`src/rtl/ascensor_pkg.sv`:
```
// ascensor_pkg: direction codes, floor count and controller state encoding shared by the elevator blocks
package ascensor_pkg;
  localparam int NUM_PISOS = 4;
  localparam logic [1:0] DIR_REPOSO = 2'b00;
  localparam logic [1:0] DIR_SUBE = 2'b01;
  localparam logic [1:0] DIR_BAJA = 2'b10;
  typedef enum logic [1:0] {REPOSO, SUBIENDO, BAJANDO, PUERTAS} estado_t;
endpackage

```
`src/rtl/temporizador_ascensor.sv`:
```
// temporizador_ascensor: clearable up-counter that saturates at all-ones and flags when it equals a limit
module temporizador_ascensor #(
  parameter int W = 3
) (
  input  logic         clk,
  input  logic         rst,
  input  logic         i_clr,
  input  logic         i_en,
  input  logic [W-1:0] i_limite,
  output logic         o_expira
);
  logic [W-1:0] r_cuenta;
  always_ff @(posedge clk or posedge rst)
    if (rst) r_cuenta <= '0;
    else if (i_clr) r_cuenta <= '0;
    else if (i_en && r_cuenta != '1) r_cuenta <= r_cuenta + 1'b1;
  assign o_expira = r_cuenta == i_limite;
endmodule

```
`src/rtl/controlador_ascensor.sv`:
```
// controlador_ascensor: single-car 4-floor elevator controller; latches calls, travels one floor per
// T_VIAJE cycles and holds the doors open T_PUERTA cycles at each requested floor
module controlador_ascensor
  import ascensor_pkg::*;
#(
  parameter int T_VIAJE = 50000000,
  parameter int T_PUERTA = 100000000
) (
  input  logic                 clk,
  input  logic                 rst,
  input  logic [NUM_PISOS-1:0] llamada,
  output logic [1:0]           piso,
  output logic [1:0]           direccion,
  output logic                 puertas_abiertas,
  output logic [NUM_PISOS-1:0] pendientes
);
  localparam int T_MAX = T_VIAJE > T_PUERTA ? T_VIAJE : T_PUERTA;
  localparam int TW = $clog2(T_MAX);
  estado_t r_estado, w_estado_nxt;
  logic [1:0] r_piso, w_piso_nxt, w_vecino, r_dir, w_dir_nxt;
  logic [NUM_PISOS-1:0] r_pend, w_limpiar, w_ignorar;
  logic [NUM_PISOS-1:0] w_arriba_p, w_abajo_p, w_arriba_v, w_abajo_v;
  logic r_ultima_sube, w_ultima_sube_nxt, r_puertas, w_puertas_nxt;
  logic w_expira, w_clr, w_reabrir;
  // Masks for the current floor and for the floor the car is about to reach
  assign w_vecino = r_estado == BAJANDO ? r_piso - 2'd1 : r_piso + 2'd1;
  assign w_arriba_p = r_pend & (4'b1110 << r_piso);
  assign w_abajo_p = r_pend & ((4'b0001 << r_piso) - 4'd1);
  assign w_arriba_v = r_pend & (4'b1110 << w_vecino);
  assign w_abajo_v = r_pend & ((4'b0001 << w_vecino) - 4'd1);
  assign w_reabrir = r_estado == PUERTAS && llamada[r_piso];
  assign w_ignorar = {NUM_PISOS{r_estado == PUERTAS}} & (4'b0001 << r_piso);
  assign w_clr = w_estado_nxt != r_estado || w_piso_nxt != r_piso || w_reabrir;
  temporizador_ascensor #(.W(TW)) u_tmr (
    .clk(clk),
    .rst(rst),
    .i_clr(w_clr),
    .i_en(r_estado != REPOSO),
    .i_limite(r_estado == PUERTAS ? TW'(T_PUERTA - 1) : TW'(T_VIAJE - 1)),
    .o_expira(w_expira)
  );
  always_ff @(posedge clk or posedge rst)
    if (rst) begin
      r_estado <= REPOSO;
      r_piso <= '0;
      r_pend <= '0;
      r_ultima_sube <= 1'b1;
      r_dir <= DIR_REPOSO;
      r_puertas <= 1'b0;
    end else begin
      r_estado <= w_estado_nxt;
      r_piso <= w_piso_nxt;
      r_pend <= (r_pend | (llamada & ~w_ignorar)) & ~w_limpiar;
      r_ultima_sube <= w_ultima_sube_nxt;
      r_dir <= w_dir_nxt;
      r_puertas <= w_puertas_nxt;
    end
  always_comb begin
    w_estado_nxt = r_estado;
    w_piso_nxt = r_piso;
    w_ultima_sube_nxt = r_ultima_sube;
    w_limpiar = '0;
    case (r_estado)
      REPOSO:
        if (r_pend[r_piso]) begin
          w_estado_nxt = PUERTAS;
          w_limpiar[r_piso] = 1'b1;
        end else if (|w_arriba_p && (r_ultima_sube || ~|w_abajo_p)) begin
          w_estado_nxt = SUBIENDO;
          w_ultima_sube_nxt = 1'b1;
        end else if (|w_abajo_p) begin
          w_estado_nxt = BAJANDO;
          w_ultima_sube_nxt = 1'b0;
        end
      SUBIENDO, BAJANDO:
        if (r_estado == SUBIENDO ? r_piso == 2'd3 : r_piso == 2'd0) w_estado_nxt = REPOSO;
        else if (w_expira) begin
          w_piso_nxt = w_vecino;
          if (r_pend[w_vecino]) begin
            w_estado_nxt = PUERTAS;
            w_limpiar[w_vecino] = 1'b1;
          end else if (!(r_estado == SUBIENDO ? |w_arriba_v : |w_abajo_v)) w_estado_nxt = REPOSO;
        end
      PUERTAS: if (w_expira && !w_reabrir) w_estado_nxt = REPOSO;
      default: w_estado_nxt = REPOSO;
    endcase
  end
  always_comb begin
    w_dir_nxt = w_estado_nxt == SUBIENDO ? DIR_SUBE : w_estado_nxt == BAJANDO ? DIR_BAJA : DIR_REPOSO;
    w_puertas_nxt = w_estado_nxt == PUERTAS;
  end
  assign piso = r_piso;
  assign direccion = r_dir;
  assign puertas_abiertas = r_puertas;
  assign pendientes = r_pend;
endmodule

```
`config.mk`:
```
export PLATFORM = sky130hd
export DESIGN_NAME = controlador_ascensor
export DESIGN_NICKNAME = d
export VERILOG_FILES = /design/src/rtl/ascensor_pkg.sv /design/src/rtl/temporizador_ascensor.sv /design/src/rtl/controlador_ascensor.sv
export SDC_FILE = /design/constraint.sdc
export NUM_CORES = 1
export LEC_CHECK = 0
export BUFFER_PORTS_ARGS = -buffer_cell sky130_fd_sc_hd__buf_2
export CAP_MARGIN = 15
export CORE_ASPECT_RATIO = 0.75
export CORE_MARGIN = 3
export CORE_UTILIZATION = 55
export CTS_CLUSTER_DIAMETER = 150
export DETAILED_ROUTE_END_ITERATION = 7
export GPL_ROUTABILITY_DRIVEN = 1
export HOLD_SLACK_MARGIN = 0.05
export PLACE_DENSITY = 0.85
export SETUP_SLACK_MARGIN = 0.4
export SYNTH_ARGS = -nofsm -noshare
export SYNTH_HDL_FRONTEND = slang
export SYNTH_SLANG_ARGS = --single-unit
```
`constraint.sdc`:
```
create_clock -name clk -period 2.7 [get_ports clk]
set_input_delay 0.405 -clock clk [delete_from_list [all_inputs] [get_ports clk]]
set_output_delay 0.405 -clock clk [all_outputs]
set_load 0.005 [all_outputs]
```
==> results of run 1 <==
[state kept, by name (all words and copies together), names as in the netlist]
signal	flops
piso	2
r_estado	2
direccion	2
puertas_abiertas	1
pendientes	4
u_tmr.r_cuenta	27
r_ultima_sube	1
[final cells by class]
cell class | count | area share
clock inverters | 1 | 0.00230
clock buffers | 7 | 0.0295
well taps | 55 | 0.0211
flip-flops and latches | 39 | 0.300
repair buffers | 45 | 0.112
multi-input cells | 219 | 0.520
inverters | 13 | 0.0150
[how the worst max path moves through the flow]
stage | to | slack, ns | startpoint
2_1_floorplan | u_tmr.r_cuenta[10] | 0.03 | r_estado[0]
3_3_place_gp | u_tmr.r_cuenta[25] | 0.005 | r_estado[1]
3_5_place_dp | u_tmr.r_cuenta[16] | -0.1 | r_estado[1]
4_1_cts | u_tmr.r_cuenta[25] | -0.03 | r_estado[1]
5_1_grt | u_tmr.r_cuenta[12] | -0.18 | r_estado[1]
6_report | u_tmr.r_cuenta[12] | -0.07 | r_estado[1]
[where the power goes]
| part | internal, µW | switching, µW |
|---|---|---|
| combinational | 963 | 947 |
| sequential | 636 | 46.9 |
| clock | 232 | 210 |
[per-layer routing]
metal  up-vias  part of all wire
met5         -                 0
met4         0             0.020
met3        20             0.094
met2       111              0.45
met1      1173              0.43
li1       1106                 -
[metrics by stage]
step	total power, µW	setup TNS, ns
3_5_place_dp	1950	-1.53
4_1_cts	2910	-0.445
3_3_place_gp	1930	0
5_1_grt	3200	-4.24
2_1_floorplan	1490	0
6_report	3030	-1.23
[repair_timing]
item	in CTS	in global routing
setup buffers	5	1
setup endpoints to repair	36	37
gates resized for setup	28	13
cloned	2	0
pin swaps	11	5
[cell usage after synthesis (2+ instances only)]
| cell type | instances | area share |
|---|---|---|
| a211oi_1 | 4 | 0.012 |
| a21o_1 | 2 | 0.0058 |
| a21oi_1 | 15 | 0.029 |
| a31oi_1 | 6 | 0.015 |
| a32oi_1 | 4 | 0.014 |
| and2_1 | 2 | 0.0049 |
| and3_1 | 10 | 0.024 |
| and4_1 | 4 | 0.014 |
| buf_2 | 4 | 0.0078 |
| buf_4 | 3 | 0.0087 |
| clkbuf_1 | 2 | 0.0029 |
| dfrtp_1 | 38 | 0.37 |
| ha_1 | 11 | 0.053 |
| inv_1 | 13 | 0.019 |
| mux4_2 | 3 | 0.026 |
| nand2_1 | 16 | 0.023 |
| nand2b_1 | 3 | 0.0073 |
| nand3_1 | 14 | 0.027 |
| nand4_1 | 7 | 0.017 |
| nand4b_1 | 3 | 0.010 |
| nand4bb_1 | 2 | 0.0087 |
| nor2_1 | 40 | 0.058 |
| nor2b_1 | 3 | 0.0073 |
| nor3_1 | 7 | 0.014 |
| nor3_2 | 2 | 0.0078 |
| o211ai_1 | 4 | 0.012 |
| o21ai_0 | 6 | 0.012 |
| o21ai_1 | 2 | 0.0039 |
| o21bai_1 | 3 | 0.0087 |
| xnor2_1 | 10 | 0.034 |
| xor2_1 | 11 | 0.037 |
[cells by family after synthesis]
| group | count (synthesis) | share of synthesized area |
|---|---|---|
| XOR/XNOR | 21 | 0.0714 |
| AO/OA/AOI/OAI | 57 | 0.155 |
| buffers and inverters | 22 | 0.0384 |
| multiplexers | 5 | 0.0345 |
| AND/OR/NAND/NOR | 123 | 0.264 |
| flip-flops | 39 | 0.379 |
| adder cells (fa/ha/maj) | 12 | 0.0573 |
[tightest hold or removal path: cells and delay by family]
kind / cells / cell delay, ns
buf+inv: 3 / 0.54
==> metrics.cfg, run 1 <==
[logic_synthesis]
synth_edf_count = 0
ys.flop_type = dfrtp_1
synth.distinct_cells = 56
avgSynthCellArea_um2 = 9.24
syn_area_um2 = 2580
synth_warnings = 0
seq_area_frac_synth = 0.379
ys_seq_elements = 39
synthCells = 279
syn-num-nets = 296
async_reset_ff_frac = 1.00

[worst_setup_path]
regToRegSetupSlack_ns = -0.07
reg2reg_depth = 11
cp_cell_sequence = ha_4 -> xor2_4 -> ha_4 -> mux4_2 -> o2111a_1 -> o2111a_2 -> or2_4 -> nand3_4 -> nand4_4 -> bufbuf_16 -> nor2_2
rr_startpoint = r_estado[1]
crit_buf_inv = 1
cp_max_fo = 4
path_common_cell = ha_4
cp.arrival_ns = 3.01
slowest_delay_ns = 0.48
r2r_end = u_tmr.r_cuenta[12]
critPathLaunchType = flip-flop
slowest_stage = mux4_2
cp-end-kind = flip-flop
worst-setup-path-type = reg2reg
worst_path_dominant_cell_family = simple AND/OR/NAND/NOR gates
path_depth = 11
required_ns = 2.94

[placed_design]
dpl_cell_area_um2 = 2910
hpwl_um = 4470
placedCellCount = 363
dp_slack_ns = -0.0965
portBuffers = 14
gp_congestion = 0.900

[timing]
setup_viol = 26
relSlewSlack = 0.517
final.setup_skew_ns = 0.00787
max_freq_mhz = 361
timing.hold.ws_ns = 0.200
slew_violations = 0
finalHoldViolCount = 0
rsz0062_at_grt = true
worst_pin_slew_ns = 0.719
min_period_over_period = 1.03
period_needed_ns = 2.77
setup_ws_ns = -0.0709

[route]
wl_per_cell_um = 18.3
drc = 0
viasPerCell = 6.36
first_pass_iters = 5
vias = 2410
ant_nets = 0
drtIter0Drc = 204
wl_um = 6920

[layout]
final_common_cell = dfrtp_1
final_area_um2 = 3260
final_cell_mix = dfrtp_1, nor2_1, buf_4
multi_input_area_um2 = 1700
regArea_um2 = 977
final_nets = 340
fillers = 260
drive_gt1_frac = 0.318
antennaDiodeCount = 0
finalNonFillerCells = 379
area_delta_synth_final_pct = 26.6
fin_util = 0.762

[cts]
numCtsBuffers = 5
clk_latency_ns = 0.30
htreeDepth = 2
clk_pin_slew_ns = 0.08
cts.sinks = 39
cts-root-buf = clkbuf_8
cts_tree = yes
clock_path_buffers = 2
ctsHoldBuffers = 0

[die]
io_pins = 15
core-area_um2 = 4280
die_area_um2 = 5550
initial_core_util = 0.602
placementRows = 20
fp.dieH_um = 65.3
chipWidth_um = 85.0

[global_route]
grt_antenna_before_repair = 0
grt_usage = 0.265
top_usage_layer = met2
grt_max_degree = 40
gr-usage-met3 = 0.0789
grt_overflow = 0
grt_pass1_vias = 2339
use_met2 = 0.403
grt_pass1_wl_um = 11500
met1_usage = 0.369

[pwr]
p_leak_uw = 0.00136
pwr_density_cell_nw_per_um2 = 930
ir_worst_vdd_uv = 699

[worst_hold_path]
hp-class = in2async

[outcome]
violations = negative setup slack
outcome = finished with violations

[job]
maxCapViolCount = 0

No activity file was read; power rests on OpenSTA's default activity.
==> run 2, diff against run 1 <==
--- a/config.mk
+++ b/config.mk
@@ -7,9 +7,11 @@
 export LEC_CHECK = 0
 export BUFFER_PORTS_ARGS = -buffer_cell sky130_fd_sc_hd__buf_2
 export CAP_MARGIN = 15
+export CELL_PAD_IN_SITES_DETAIL_PLACEMENT = 1
+export CELL_PAD_IN_SITES_GLOBAL_PLACEMENT = 1
 export CORE_ASPECT_RATIO = 0.75
 export CORE_MARGIN = 3
-export CORE_UTILIZATION = 55
+export CORE_UTILIZATION = 43
 export CTS_CLUSTER_DIAMETER = 150
 export DETAILED_ROUTE_END_ITERATION = 7
 export GPL_ROUTABILITY_DRIVEN = 1
==> run 2 against run 1 <==
  * The run still ends with negative setup slack left
  * Total power down 8.6%
  * Design area up 0.50%
  * Non-clock buffer count up 1
  * Clock power down 10%
  * Sequential power down 0.6%
  * First-iteration DRC count down 41%
  * Wire length up 17%
  * Clock-buffer cell count unchanged
  * Via count down 0.12%
  * Fmax down 1.0%
  * Die area up 26%
==> metrics.cfg, run 2 (same netlist as run 1, synthesis figures left out) <==
[outcome]
outcome = finished with violations
violations = negative setup slack

[worst_setup_path]
cp.arrival_ns = 3.03  ; +0.02 ns
regToRegSetupSlack_ns = -0.1  ; -0.03 ns
required_ns = 2.93  ; about the same
worst_path_dominant_cell_family = simple AND/OR/NAND/NOR gates
r2r_end = u_tmr.r_cuenta[22]
slowest_stage = mux4_2
crit_buf_inv = 1  ; unchanged
rr_startpoint = r_estado[1]
cp_max_fo = 6  ; +2
critPathLaunchType = flip-flop
path_common_cell = ha_4
worst-setup-path-type = reg2reg
cp_cell_sequence = ha_4 -> xor2_4 -> ha_4 -> mux4_2 -> o2111a_1 -> o2111a_2 -> or2_4 -> nand3_4 -> nand4_4 -> buf_6 -> nor3_4
slowest_delay_ns = 0.49  ; about the same
cp-end-kind = flip-flop
reg2reg_depth = 11  ; unchanged

[die]
die_area_um2 = 6970  ; +26%
chipWidth_um = 95.4  ; +12%
fp.dieH_um = 73.1  ; +12%
initial_core_util = 0.464  ; -0.138
placementRows = 23  ; +15%
io_pins = 15  ; unchanged
core-area_um2 = 5550  ; +30%

[cts]
cts.sinks = 39  ; unchanged
htreeDepth = 2  ; unchanged
clock_path_buffers = 2  ; unchanged
cts-root-buf = clkbuf_8
clk_latency_ns = 0.30  ; about the same
ctsHoldBuffers = 0  ; unchanged
cts_tree = yes
numCtsBuffers = 5  ; unchanged
clk_pin_slew_ns = 0.08  ; about the same

[layout]
antennaDiodeCount = 0  ; unchanged
final_cell_mix = dfrtp_1, buf_4, nor2_1
drive_gt1_frac = 0.332  ; +0.0144
final_area_um2 = 3280  ; +0.50%
largest_register = u_tmr.r_cuenta
final_nets = 341  ; +0.29%
final_common_cell = dfrtp_1
area_delta_synth_final_pct = 27.2
fillers = 635  ; +140%
largest_reg_flops = 27  ; unchanged

[pwr]
ir_worst_vdd_uv = 389  ; -44%
p_total_uw = 2770  ; -8.6%
pwr_density_cell_nw_per_um2 = 846  ; -9.0%
p_leak_uw = 0.00133  ; -1.7%

[timing]
relSlewSlack = 0.626  ; +0.110
rsz0062_at_grt = true
setup_ws_ns = -0.0996  ; -0.0288 ns
final.setup_skew_ns = 0.00896  ; +0.00108 ns
finalHoldViolCount = 0  ; unchanged
period_needed_ns = 2.80  ; +0.0288 ns
setup_viol = 28  ; +7.7%
min_period_over_period = 1.04  ; +0.0107
worst_pin_slew_ns = 0.556  ; -0.163 ns
setup_tns_ns = -1.84  ; -0.608 ns
max_freq_mhz = 357  ; -1.0%
slew_violations = 0  ; unchanged

[route]
drtIter0Drc = 121  ; -41%
vias = 2407  ; -0.12%
wl_per_cell_um = 20.3  ; +11%
ant_nets = 0  ; unchanged
drc = 0  ; unchanged
wl_um = 8110  ; +17%
first_pass_iters = 4  ; -1
viasPerCell = 6.02  ; -5.4%

[global_route]
grt_pass1_vias = 2468  ; +5.5%
grt_antenna_before_repair = 0  ; unchanged
grt_overflow = 0  ; unchanged
grt_max_degree = 40  ; unchanged
grt_usage = 0.246  ; -0.0190
grt_pass1_wl_um = 13100  ; +14%

[job]
maxCapViolCount = 0  ; unchanged

[placed_design]
portBuffers = 14  ; unchanged
gp_congestion = 0.811  ; -9.9%
hpwl_um = 5450  ; +22%
dpl_cell_area_um2 = 2920  ; +0.43%

[worst_hold_path]
hp-class = in2async

run 2: cell count changes in the layout (fill, tap and decap cells not counted), moves of 2 or more:
cell	previous run	this run
clkbuf_1	0	2
nor3_4	0	2
nor3_2	5	3
nor2_1	25	22
clkbuf_8	7	5
buf_4	22	25
nor2_4	2	6
run 2: cell type report:
cell class	instances	area (µm²)	area share
clock buffer	7	76.3	0.0233
clock inverter	1	5.00	0.00153
inverter	13	48.8	0.0149
multi-input combinational	219	1740	0.531
sequential	39	977	0.298
tap	75	93.8	0.0286
timing repair buffer	46	337	0.103
run 2: worst max-delay path by stage:
stage | cells past startpoint | from | endpoint | slack [ns]
5_1_grt | 11 | r_estado[1] | u_tmr.r_cuenta[22] | -0.21
6_report | 11 | r_estado[1] | u_tmr.r_cuenta[22] | -0.1
3_5_place_dp | 11 | r_estado[1] | u_tmr.r_cuenta[3] | -0.09
2_1_floorplan | 11 | r_estado[0] | u_tmr.r_cuenta[10] | 0.03
3_3_place_gp | 12 | r_estado[1] | u_tmr.r_cuenta[21] | -0.004
4_1_cts | 11 | r_estado[1] | u_tmr.r_cuenta[22] | -0.07
run 2: metrics by stage:
step | utilization | setup WS, ns | std cells | hold WS [ns]
2_1_floorplan | - | 0.0326 | 279 | 0.495
3_3_place_gp | 0.526 | -0.00380 | 383 | 0.515
3_5_place_dp | 0.526 | -0.0946 | 383 | 0.543
4_1_cts | 0.570 | -0.0722 | 397 | 0.254
5_1_grt | 0.590 | -0.207 | 400 | 0.270
6_report | 0.590 | -0.0996 | 400 | 0.233
run 2: metal layers:
metal / wire length [µm] / track usage
met5: 0 / 0
met2: 3840 / 0.377
met1: 3800 / 0.357
met3: 317 / 0.0454
met4: 156 / 0.0662
run 2: timing repair:
item                                    4_1_cts  5_1_grt
endpoints found under the setup margin       36       38
resized for setup                            29       25
pin swaps                                    15        8
cloned                                        2        0
buffers inserted                              4        3
run 2: worst reg2reg max path, cell delays in order (launching register included):
cell and delay [ns]:
dfrtp_1 0.41, ha_4 0.19, xor2_4 0.19, ha_4 0.29, mux4_2 0.49, o2111a_1 0.16, o2111a_2 0.16, or2_4 0.25
nand3_4 0.08, nand4_4 0.19, buf_6 0.22, nor3_4 0.10
run 2: power breakdown:
part	leakage [µW]	total [µW]	internal (µW)	switching (µW)
Clock	0.0000422	397	182	215
Sequential	0.000515	679	636	43.5
Combinational	0.000777	1700	725	973
Total	0.00133	2770	1540	1230
